--- src/rtl/freq_meter.sv ---
// freq_meter: measures period and high time of a slow external square
// wave in clk100M cycles, with a valid strobe and a no-signal flag.
//
// Ports:
//   clk100M   in   system clock (100 MHz)
//   clr       in   synchronous active-high reset
//   sig_in    in   asynchronous slow input
//   period    out  cycles between the last two rising edges
//   high_time out  cycles from the last completed rise to its fall
//   valid     out  one-cycle strobe when period/high_time update
//   no_sig    out  no rising edge seen for TIMEOUT cycles
//   duty_ok   out  duty within TOL (constant 0 unless built with it)
//
// Build option: define DUTY_CHECK_EN to build the duty comparator.

module freq_meter #(
    parameter int CNT_W   = 28,
    parameter int TIMEOUT = 149999999,
    parameter int TOL     = 1000
) (
    input  logic             clk100M,
    input  logic             clr,
    input  logic             sig_in,
    output logic [CNT_W-1:0] period,
    output logic [CNT_W-1:0] high_time,
    output logic             valid,
    output logic             no_sig,
    output logic             duty_ok
);

    localparam logic [CNT_W-1:0] CNT_MAX = '1;
    localparam logic [CNT_W-1:0] TO_CNT  = CNT_W'(TIMEOUT);

    typedef enum logic [1:0] {
        IDLE    = 2'd0,
        MEASURE = 2'd1,
        NOSIG   = 2'd2
    } state_t;

    state_t           state;
    logic             s1, s2, s3;
    logic [CNT_W-1:0] cnt;
    logic [CNT_W-1:0] hcnt;

    logic rise;
    logic fall;
    logic timeout;
    logic update;
    logic to_nosig;

    // s1/s2 form the synchronizer; s3 is only the edge-detect history.
    always_comb begin
        rise     = s2 & ~s3;
        fall     = ~s2 & s3;
        timeout  = (cnt >= TO_CNT);
        update   = (state == MEASURE) && rise;
        // A rise on the timeout cycle wins over the timeout.
        to_nosig = (state != NOSIG) && !rise && timeout;
    end

    always_ff @(posedge clk100M) begin
        if (clr) begin
            s1        <= 1'b0;
            s2        <= 1'b0;
            s3        <= 1'b0;
            cnt       <= '0;
            hcnt      <= '0;
            period    <= '0;
            high_time <= '0;
            valid     <= 1'b0;
            no_sig    <= 1'b0;
            state     <= IDLE;
        end else begin
            s1    <= sig_in;
            s2    <= s1;
            s3    <= s2;
            valid <= 1'b0;

            // Counts cycles since the last rise; never wraps.
            if (rise) begin
                cnt <= CNT_W'(1);
            end else if (cnt != CNT_MAX) begin
                cnt <= cnt + CNT_W'(1);
            end

            if (to_nosig) begin
                state     <= NOSIG;
                no_sig    <= 1'b1;
                period    <= '0;
                high_time <= '0;
            end else begin
                unique case (state)
                    IDLE: begin
                        if (rise) begin
                            state <= MEASURE;
                        end
                    end
                    MEASURE: begin
                        if (rise) begin
                            period    <= cnt;
                            high_time <= hcnt;
                            valid     <= 1'b1;
                        end else if (fall) begin
                            hcnt <= cnt;
                        end
                    end
                    NOSIG: begin
                        // Re-arm with a fresh count; no strobe here.
                        if (rise) begin
                            no_sig <= 1'b0;
                            state  <= MEASURE;
                        end
                    end
                    default: begin
                        state <= IDLE;
                    end
                endcase
            end
        end
    end

`ifdef DUTY_CHECK_EN
    // Two extra bits hold 2*hcnt and the difference without overflow.
    localparam int DW = CNT_W + 2;
    localparam logic [DW-1:0] TOL2 = DW'(2 * TOL);

    logic [DW-1:0] two_h;
    logic [DW-1:0] p_ext;
    logic [DW-1:0] diff;
    logic          duty_pass;

    always_comb begin
        two_h     = {1'b0, hcnt, 1'b0};
        p_ext     = {2'b00, cnt};
        diff      = (two_h >= p_ext) ? (two_h - p_ext) : (p_ext - two_h);
        duty_pass = (diff <= TOL2);
    end

    always_ff @(posedge clk100M) begin
        if (clr) begin
            duty_ok <= 1'b0;
        end else if (to_nosig) begin
            duty_ok <= 1'b0;
        end else if (update) begin
            duty_ok <= duty_pass;
        end
    end
`else
    // No comparator in this build; TOL has no effect.
    assign duty_ok = 1'b0 & (TOL >= 0);
`endif

endmodule

--- config.mk ---
export PLATFORM = sky130hd
export DESIGN_NAME = freq_meter
export DESIGN_NICKNAME = d
export VERILOG_FILES = /design/src/rtl/freq_meter.sv
export SDC_FILE = /design/constraint.sdc
export NUM_CORES = 1
export LEC_CHECK = 0
export ABC_AREA = 1
export CAP_MARGIN = 10
export CORE_MARGIN = 4
export CORE_UTILIZATION = 53
export CTS_CLUSTER_DIAMETER = 50
export DETAILED_ROUTE_END_ITERATION = 10
export PLACE_DENSITY_LB_ADDON = 0.2
export SETUP_SLACK_MARGIN = 0.1
export SYNTH_ARGS = -nofsm -noshare
export SYNTH_HDL_FRONTEND = slang
export SYNTH_SLANG_ARGS = --single-unit
--- constraint.sdc ---
create_clock -name clk100M -period 2.2 [get_ports clk100M]
set_input_delay 0.22 -clock clk100M [delete_from_list [all_inputs] [get_ports clk100M]]
set_output_delay 0.22 -clock clk100M [all_outputs]
set_load 0.1 [all_outputs]
-- Word-level counts from Yosys, hierarchy flattened
Index checks and enable logic that the tools add are counted.
- bitwise gates (word level): 7
- muxes and demuxes: 9
- reduce and logical (&&, ||, !) cells: 16
- equal/unequal tests: 7
- $lt $le $gt $ge: 1
- $add $sub $neg: 1
- operator list (cell ; number):
    $add 28x1->28 const B ; 1
    $ge 28x28->1 const B ; 1
    $ne 28x28->1 const B ; 1
    $reduce_and 2->1 ; 4
    $mux 1 ; 6
    $reduce_bool 2->1 ; 3
    $reduce_or 2->1 ; 3
    $not 1->1 ; 5
    $mux 2 ; 2
    $ne 2x2->1 const B ; 2
    $pmux 2 s2 ; 1
    $reduce_and 4->1 ; 1
    $ne 3x1->1 const B ; 1
    $reduce_or 3->1 ; 1
    $and 1x1->1 ; 2
    $eq 2x1->1 const B ; 1
    $eq 2x2->1 const B ; 1
    $logic_and 1x1->1 ; 2
    $logic_not 2->1 ; 1
    $ne 2x1->1 const B ; 1
    $logic_not 1->1 ; 1
- bits in registers: 119
- input bits: 3

-- Longest topological paths before layout
Gate-level depths: netlist of run 1.
- word-level depth: 7
- depth in mapped cells: 13
- mapped depth without buffers: 11

-- Worst setup path before layout of run 1
Ideal clock, no wire load.
- path kind: reg-to-reg
- start point: register cnt[0]
- end point: register hcnt[20]
- data arrival time: 1.643 ns
- required time: 2.087 ns
- clock period less this slack: 1.756 ns
- setup slack: 0.444 ns
- library setup time: 0.113 ns
- path buffers: 2
- cell stages (with the launch flop): 13
- path through: dfxtp_1 -> ha_1 -> inv_2 -> nor2_4 -> nand3_1 -> nand2_1 -> nand2_1 -> nand2_2 -> nand2_4 -> buf_6 -> buf_6 -> a21oi_2 -> nor2_1
- longest elaborated chain between the ends: 4
- RTL lines (element ; line ; text):
    start: declaration ; 42 ; logic [CNT_W-1:0] cnt;
    start signal: assignment ; 83 ; cnt <= cnt + CNT_W'(1);
    $ge 28x28->1 ; 55 ; timeout = (cnt >= TO_CNT);
    $logic_and 1x1->1 ; 58 ; to_nosig = (state != NOSIG) && !rise && timeout;
    $not 1->1 (no line) ; - ;
    $reduce_and 4->1 (no line) ; - ;
    end signal: assignment ; 104 ; hcnt <= cnt;
    end: declaration ; 43 ; logic [CNT_W-1:0] hcnt;
No other way between the ends.
A chain may end at the register's enable or synchronous reset.

-- Final worst setup path of run 1
- start point: register cnt[1]
- end point: register cnt[0]
- longest elaborated chain between the ends: 2
- RTL lines (element ; line ; text):
    $ne 28x28->1 ; 82 ; end else if (cnt != CNT_MAX) begin
    $reduce_bool 2->1 (no line) ; - ;
No other way between the ends.

==> impl_metrics.yaml, run 1 <==
synthesis:
  synth_area_leaders: "dfxtp_1 (46%), nand2_1 (17%), a21oi_1 (8.4%)"
  synth_top_family_by_area: "simple AND/OR/NAND/NOR gates"
  synth_edf_count: 0
  post-synth-top-count-cell: "nand2_1"
  synth_ff_type: "dfxtp_1"
  yosys.area_share.adder: 0.00243
  synth.distinct_cells: 28
  async_flop_share: 0
  synth-simple-area-share: 0.317
  syn_inst: 739
  syn_area_sq_mm: 0.00514
  synth-compound-area-share: 0.116
  syn_area_per_cell_sq_um: 6.96
  ys_warn_count: 0
  synth_top_area_frac: 0.463
  syn-num-nets: 743
  seq_area_frac_synth: 0.463
  synthMuxAreaShare: 0
  ys_seq_elements: 119
  synth_top_cell_by_area: "dfxtp_1"
  synth_commonest_cells: "nand2_1 (235), dfxtp_1 (119), a21oi_1 (86)"
  synth_xor_area_frac: 0.0102
floorplanning:
  initial_core_util: 0.551
  io-pin-count: 62
  die_w_um: 107
  die_area_sq_mm: 0.0113
  die_h_um: 107
  rows: 35
  core_sq_mm: 0.00933
place:
  globalplace.congestion: 0.984
  dp_hpwl_um: 11100
  dp_cells: 914
  dp_slack_ps: 171
  dpl_cell_area_sq_mm: 0.00582
  port_buffers: 60
timing:
  slew_viol_final: 0
  fmax_ghz: 0.499
  fin_tns_setup_ps: 0
  fin_crit_sh: 0.911
  hold_viol_final: 0
  rsz0062_at_grt: "true"
  finClkSkew_ps: 9.36
  finalCriticalPeriod_ps: 2000
  relSlewSlack: 0.665
  finalSetupViolCount: 0
  tightest_slew_ps: 503
  fin_ws_ps: 196
cts:
  hold_buffers: 0
  ctsResizeCount: 0
  insertion_delay_ps: 510
  cts_root_buf: "clkbuf_8"
  cts_tree: "done"
  clock_sinks: 119
  cts_max_level: 4
  numCtsBuffers: 17
  postCtsSetupBuffers: 0
  cts.clk_slew.worst_paths_ps: 60
  clk_path_buf_depth: 2
route:
  wl_per_cell_um: 15.9
  vias_per_cell: 5.39
  first_pass_iters: 6
  drc_errors: 0
  ant_nets: 0
  vias: 5092
  routed_wl_um: 15000
  drt_iter0_drc: 387
global_route:
  grt_max_degree: 57
  gr-total-overflow: 0
  gr-usage-all-layers: 0.274
  grt_pass1_wl_um: 24400
  grt_pass1_vias: 4845
  antenna_found_initial: 0
run_status:
  outcome: "complete, no violations"
power_and_ir_drop:
  p_clk_frac: 0.529
  total_power_w: 0.00490
  power_switching_w: 0.00109
  cellPowerDensity_mw_per_mm2: 767
  seq_power_share: 0.444
  leakage_nw: 2.58
  comb_power_share: 0.027
  p_sw_frac: 0.223
  peakVddDrop_mv: 0.474
  internal_power_w: 0.00381
worst_setup_path:
  start_kind: "register"
  crit_type: "reg -> reg"
  cp.required_ps: 2620
  cp-end-kind: "register"
  arrival_ps: 2430
  worstPathMaxFanout: 9
  rr_worst_depth: 9
final_layout:
  stdcell_area_sq_mm: 0.00639
  area_growth_pct: 24.2
  layout-drive-gt1-share: 0.165
  diodes: 0
  stdcell_count: 945
  nNetsFinal: 808
hold_path:
  hold_path_class: "in -> reg"
  holdPathStages: 3
run:
  maxCapViolCount: 0
[area by class of cell]
class / instances / area [sq um]
Clock inverter: 12 / 129
Inverter: 66 / 248
Sequential cell: 119 / 2380
Multi-Input combinational cell: 513 / 2320
Tap cell: 129 / 161
Fill cell: 809 / 2940
Clock buffer: 19 / 422
Timing Repair Buffer: 87 / 724
[routing by layer]
metal	up-vias	part of all wire	global-route usage
met1	2412	0.43	0.338
li1	2484	-	-
met2	169	0.49	0.475
met5	-	0	0
met4	0	0.021	0.0932
met3	27	0.059	0.0583
[power by group through the flow]
stage	Clock [W]	Sequential [W]	Combinational [W]
floorplan	0	0.00222	0.0000906
global placement	0	0.00222	0.000127
CTS	0.00261	0.00218	0.000130
global route	0.00273	0.00218	0.000144
finish	0.00259	0.00218	0.000132
detailed placement	0	0.00222	0.000129
[critical path, stage by stage, from the launching register on]
cell and delay (ps):
dfxtp_1 410, ha_1 220, inv_2 70, nor2_4 190
nand2_1 160, nor3_4 250, nand2_4 170, inv_2 170
nand3_1 90, a21oi_1 200
[flip-flops by register name, summed over array words and instances, names as in the netlist]
name	cells
state	2
hcnt	28
s2	1
no_sig	1
cnt	28
s1	1
s3	1
valid	1
period	28
high_time	28
[cells by family (layout without fill, tap and decap cells)]
family                     count (synthesis)  count (layout)
AOI/OAI and AO/OA                        111             111
adders and majority gates                  1               1
DFF                                      119             119
buffers and inverters                    107             184
xor gates and xnor gates                   6               6
other                                      1               1
and+or+nand+nor                          394             394
[per-stage QoR]
stage / utilization / hold slack (ps)
2_1_floorplan: - / 327
3_3_place_gp: 0.624 / 394
3_5_place_dp: 0.624 / 414
4_1_cts: 0.683 / 226
5_1_grt: 0.685 / 229
6_report: 0.685 / 226
[placed cells by master (no fill, tap or decap), drive strengths merged]
| cell type | netlist | layout |
|---|---|---|
| nand2 | 240 | 240 |
| clkinvlp | 0 | 3 |
| clkbuf | 16 | 19 |
| nand3b | 1 | 1 |
| nor4 | 1 | 1 |
| dfxtp | 119 | 119 |
| nor3 | 14 | 14 |
| ha | 1 | 1 |
| nor2 | 72 | 72 |
| clkdlybuf4s50 | 0 | 2 |
| clkinv | 0 | 6 |
| conb | 1 | 1 |
| nand4 | 6 | 6 |
| bufinv | 0 | 2 |
| buf | 25 | 85 |
| o21ai | 8 | 8 |
| xor2 | 5 | 5 |
| xnor2 | 1 | 1 |
| a21oi | 93 | 93 |
| nand3 | 60 | 60 |
| inv | 66 | 67 |
| a31oi | 10 | 10 |
[final timing paths]
| kind | end | slack [ps] | start |
|---|---|---|---|
| setup reg to reg | cnt[0]$_SDFFE_PP0P_ | 200 | cnt[1]$_SDFFE_PP0P_ |
| hold reg to reg | s2$_SDFF_PP0_ | 420 | s1$_SDFF_PP0_ |
| setup / recovery | cnt[0]$_SDFFE_PP0P_ | 200 | cnt[1]$_SDFFE_PP0P_ |
| hold / removal | s1$_SDFF_PP0_ | 230 | sig_in |
(Power assumes the default switching activity.)
==> run 2: changes to the inputs <==
--- a/config.mk
+++ b/config.mk
@@ -7,9 +7,8 @@
 export LEC_CHECK = 0
 export ABC_AREA = 1
 export CAP_MARGIN = 10
-export CORE_MARGIN = 4
+export CORE_MARGIN = 2
 export CORE_UTILIZATION = 53
-export CTS_CLUSTER_DIAMETER = 50
 export DETAILED_ROUTE_END_ITERATION = 10
 export PLACE_DENSITY_LB_ADDON = 0.2
 export SETUP_SLACK_MARGIN = 0.1
==> impl_metrics.yaml, run 2 (same netlist as run 1, synthesis figures left out) <==
global_route:
  grt_max_degree: 58
  grt_pass1_wl_um: 22500
  grt_busiest_layer: "met2"
  grt_pass1_vias: 4559
  antenna_found_initial: 0
  gr-total-overflow: 0
  use_met3: 0.0454
  gr-usage-all-layers: 0.280
  use_met1: 0.361
  use_met2: 0.471
floorplanning:
  die_area_sq_mm: 0.0105
  core_sq_mm: 0.00933
  rows: 35
  die_h_um: 103
  die_w_um: 103
  io-pin-count: 62
  initial_core_util: 0.551
worst_setup_path:
  arrival_ps: 2340
  cpPeakStageDelay_ps: 510
  slowest_stage: "dfxtp_1"
  cp_cell_sequence: "inv_1 > nand2_1 > nor2_1 > nand2_1 > nor2_1 > nor2_2 > nand2_2 > nand2_4 > buf_12 > nand3_1 > nand2_1 > nor2_1"
  reg2reg_slack_ps: 270
  cp.required_ps: 2610
  start_kind: "register"
  crit_type: "reg -> reg"
  worstPathMaxFanout: 51
  cp-end-kind: "register"
timing:
  fin_crit_sh: 0.878
  fin_tns_setup_ps: 0
  fin_ws_ps: 267
  hold_viol_final: 0
  finClkSkew_ps: 10.8
  tightest_slew_ps: 542
  rsz0062_at_grt: "false"
  finalCriticalPeriod_ps: 1930
  slew_viol_final: 0
  finalSetupViolCount: 0
  fmax_ghz: 0.517
  relSlewSlack: 0.639
power_and_ir_drop:
  leakage_nw: 2.55
  cellPowerDensity_mw_per_mm2: 787
  peakVddDrop_mv: 0.417
  total_power_w: 0.00501
route:
  routed_wl_um: 14100
  vias: 4968
  drt_iter0_drc: 301
  vias_per_cell: 5.27
  ant_nets: 0
  drc_errors: 0
  wl_per_cell_um: 15.0
  first_pass_iters: 5
cts:
  numCtsBuffers: 17
  cts_root_buf: "clkbuf_8"
  clk_path_buf_depth: 2
  cts_tree: "done"
  insertion_delay_ps: 520
  cts_max_level: 4
  cts.clk_slew.worst_paths_ps: 60
  clock_sinks: 119
final_layout:
  layout-drive-gt1-share: 0.166
  seqCellArea_sq_mm: 0.00238
  multi_input_area_sq_mm: 0.00231
  stdcell_area_sq_mm: 0.00636
  fillers: 835
  final_common_cell: "nand2_1"
  diodes: 0
  area_growth_pct: 23.7
  nNetsFinal: 804
  final_cell_mix: "nand2_1 (235), dfxtp_1 (118), a21oi_1 (86)"
place:
  globalplace.congestion: 0.995
  dpl_cell_area_sq_mm: 0.00578
  port_buffers: 60
  dp_hpwl_um: 10300
  dp_slack_ps: 172
hold_path:
  hold_path_class: "in -> reg"
run:
  maxCapViolCount: 0
run_status:
  outcome: "complete, no violations"
[run 2: worst paths after layout]
kind / start / to / cells after the start
worst max register to register: cnt[24]$_SDFFE_PP0P_ / hcnt[9]$_SDFFE_PP0P_ / 12
worst min register to register: s1$_SDFF_PP0_ / s2$_SDFF_PP0_ / 2
worst min-delay path: sig_in / s1$_SDFF_PP0_ / 3
worst max-delay path: cnt[24]$_SDFFE_PP0P_ / hcnt[9]$_SDFFE_PP0P_ / 12
[run 2: metrics by stage]
stage                util  instances  hold slack (ps)
global placement    0.619        910              399
global route        0.682        942              229
finish              0.682        942              223
CTS                 0.682        942              215
floorplan               -        739              327
detailed placement  0.619        910              395
[run 2: repair_timing]
action,CTS,global route
gates resized for setup,0,2
setup endpoints to repair,0,78
hold buffers,0,0
setup buffers,0,0
endpoints found under the hold margin,0,0
[run 2: worst max-delay path: cells and delay by family (launching register included)]
kind | cells | cell delay, ps
buf+inv | 2 | 420
simple gates | 10 | 850
flops | 1 | 510
[run 2: cell type report]
| cell class | count | area share |
|---|---|---|
| inverter | 66 | 0.0389 |
| tap | 129 | 0.0254 |
| sequential | 119 | 0.374 |
| timing repair buffer | 83 | 0.107 |
| multi-input combinational | 513 | 0.363 |
| clock buffer | 17 | 0.0651 |
| clock inverter | 15 | 0.0261 |
[run 2: where the power goes]
part | switching, W | total, W | internal (W)
clock | 0.00107 | 0.00270 | 0.00163
combinational | 0.0000909 | 0.000128 | 0.0000367
sequential | 0.0000102 | 0.00218 | 0.00217
[run 2: layer usage]
metal	wire length, um	part of all wire
met3	665	0.047
met4	258	0.018
met2	6840	0.48
met1	6360	0.45
met5	0	0
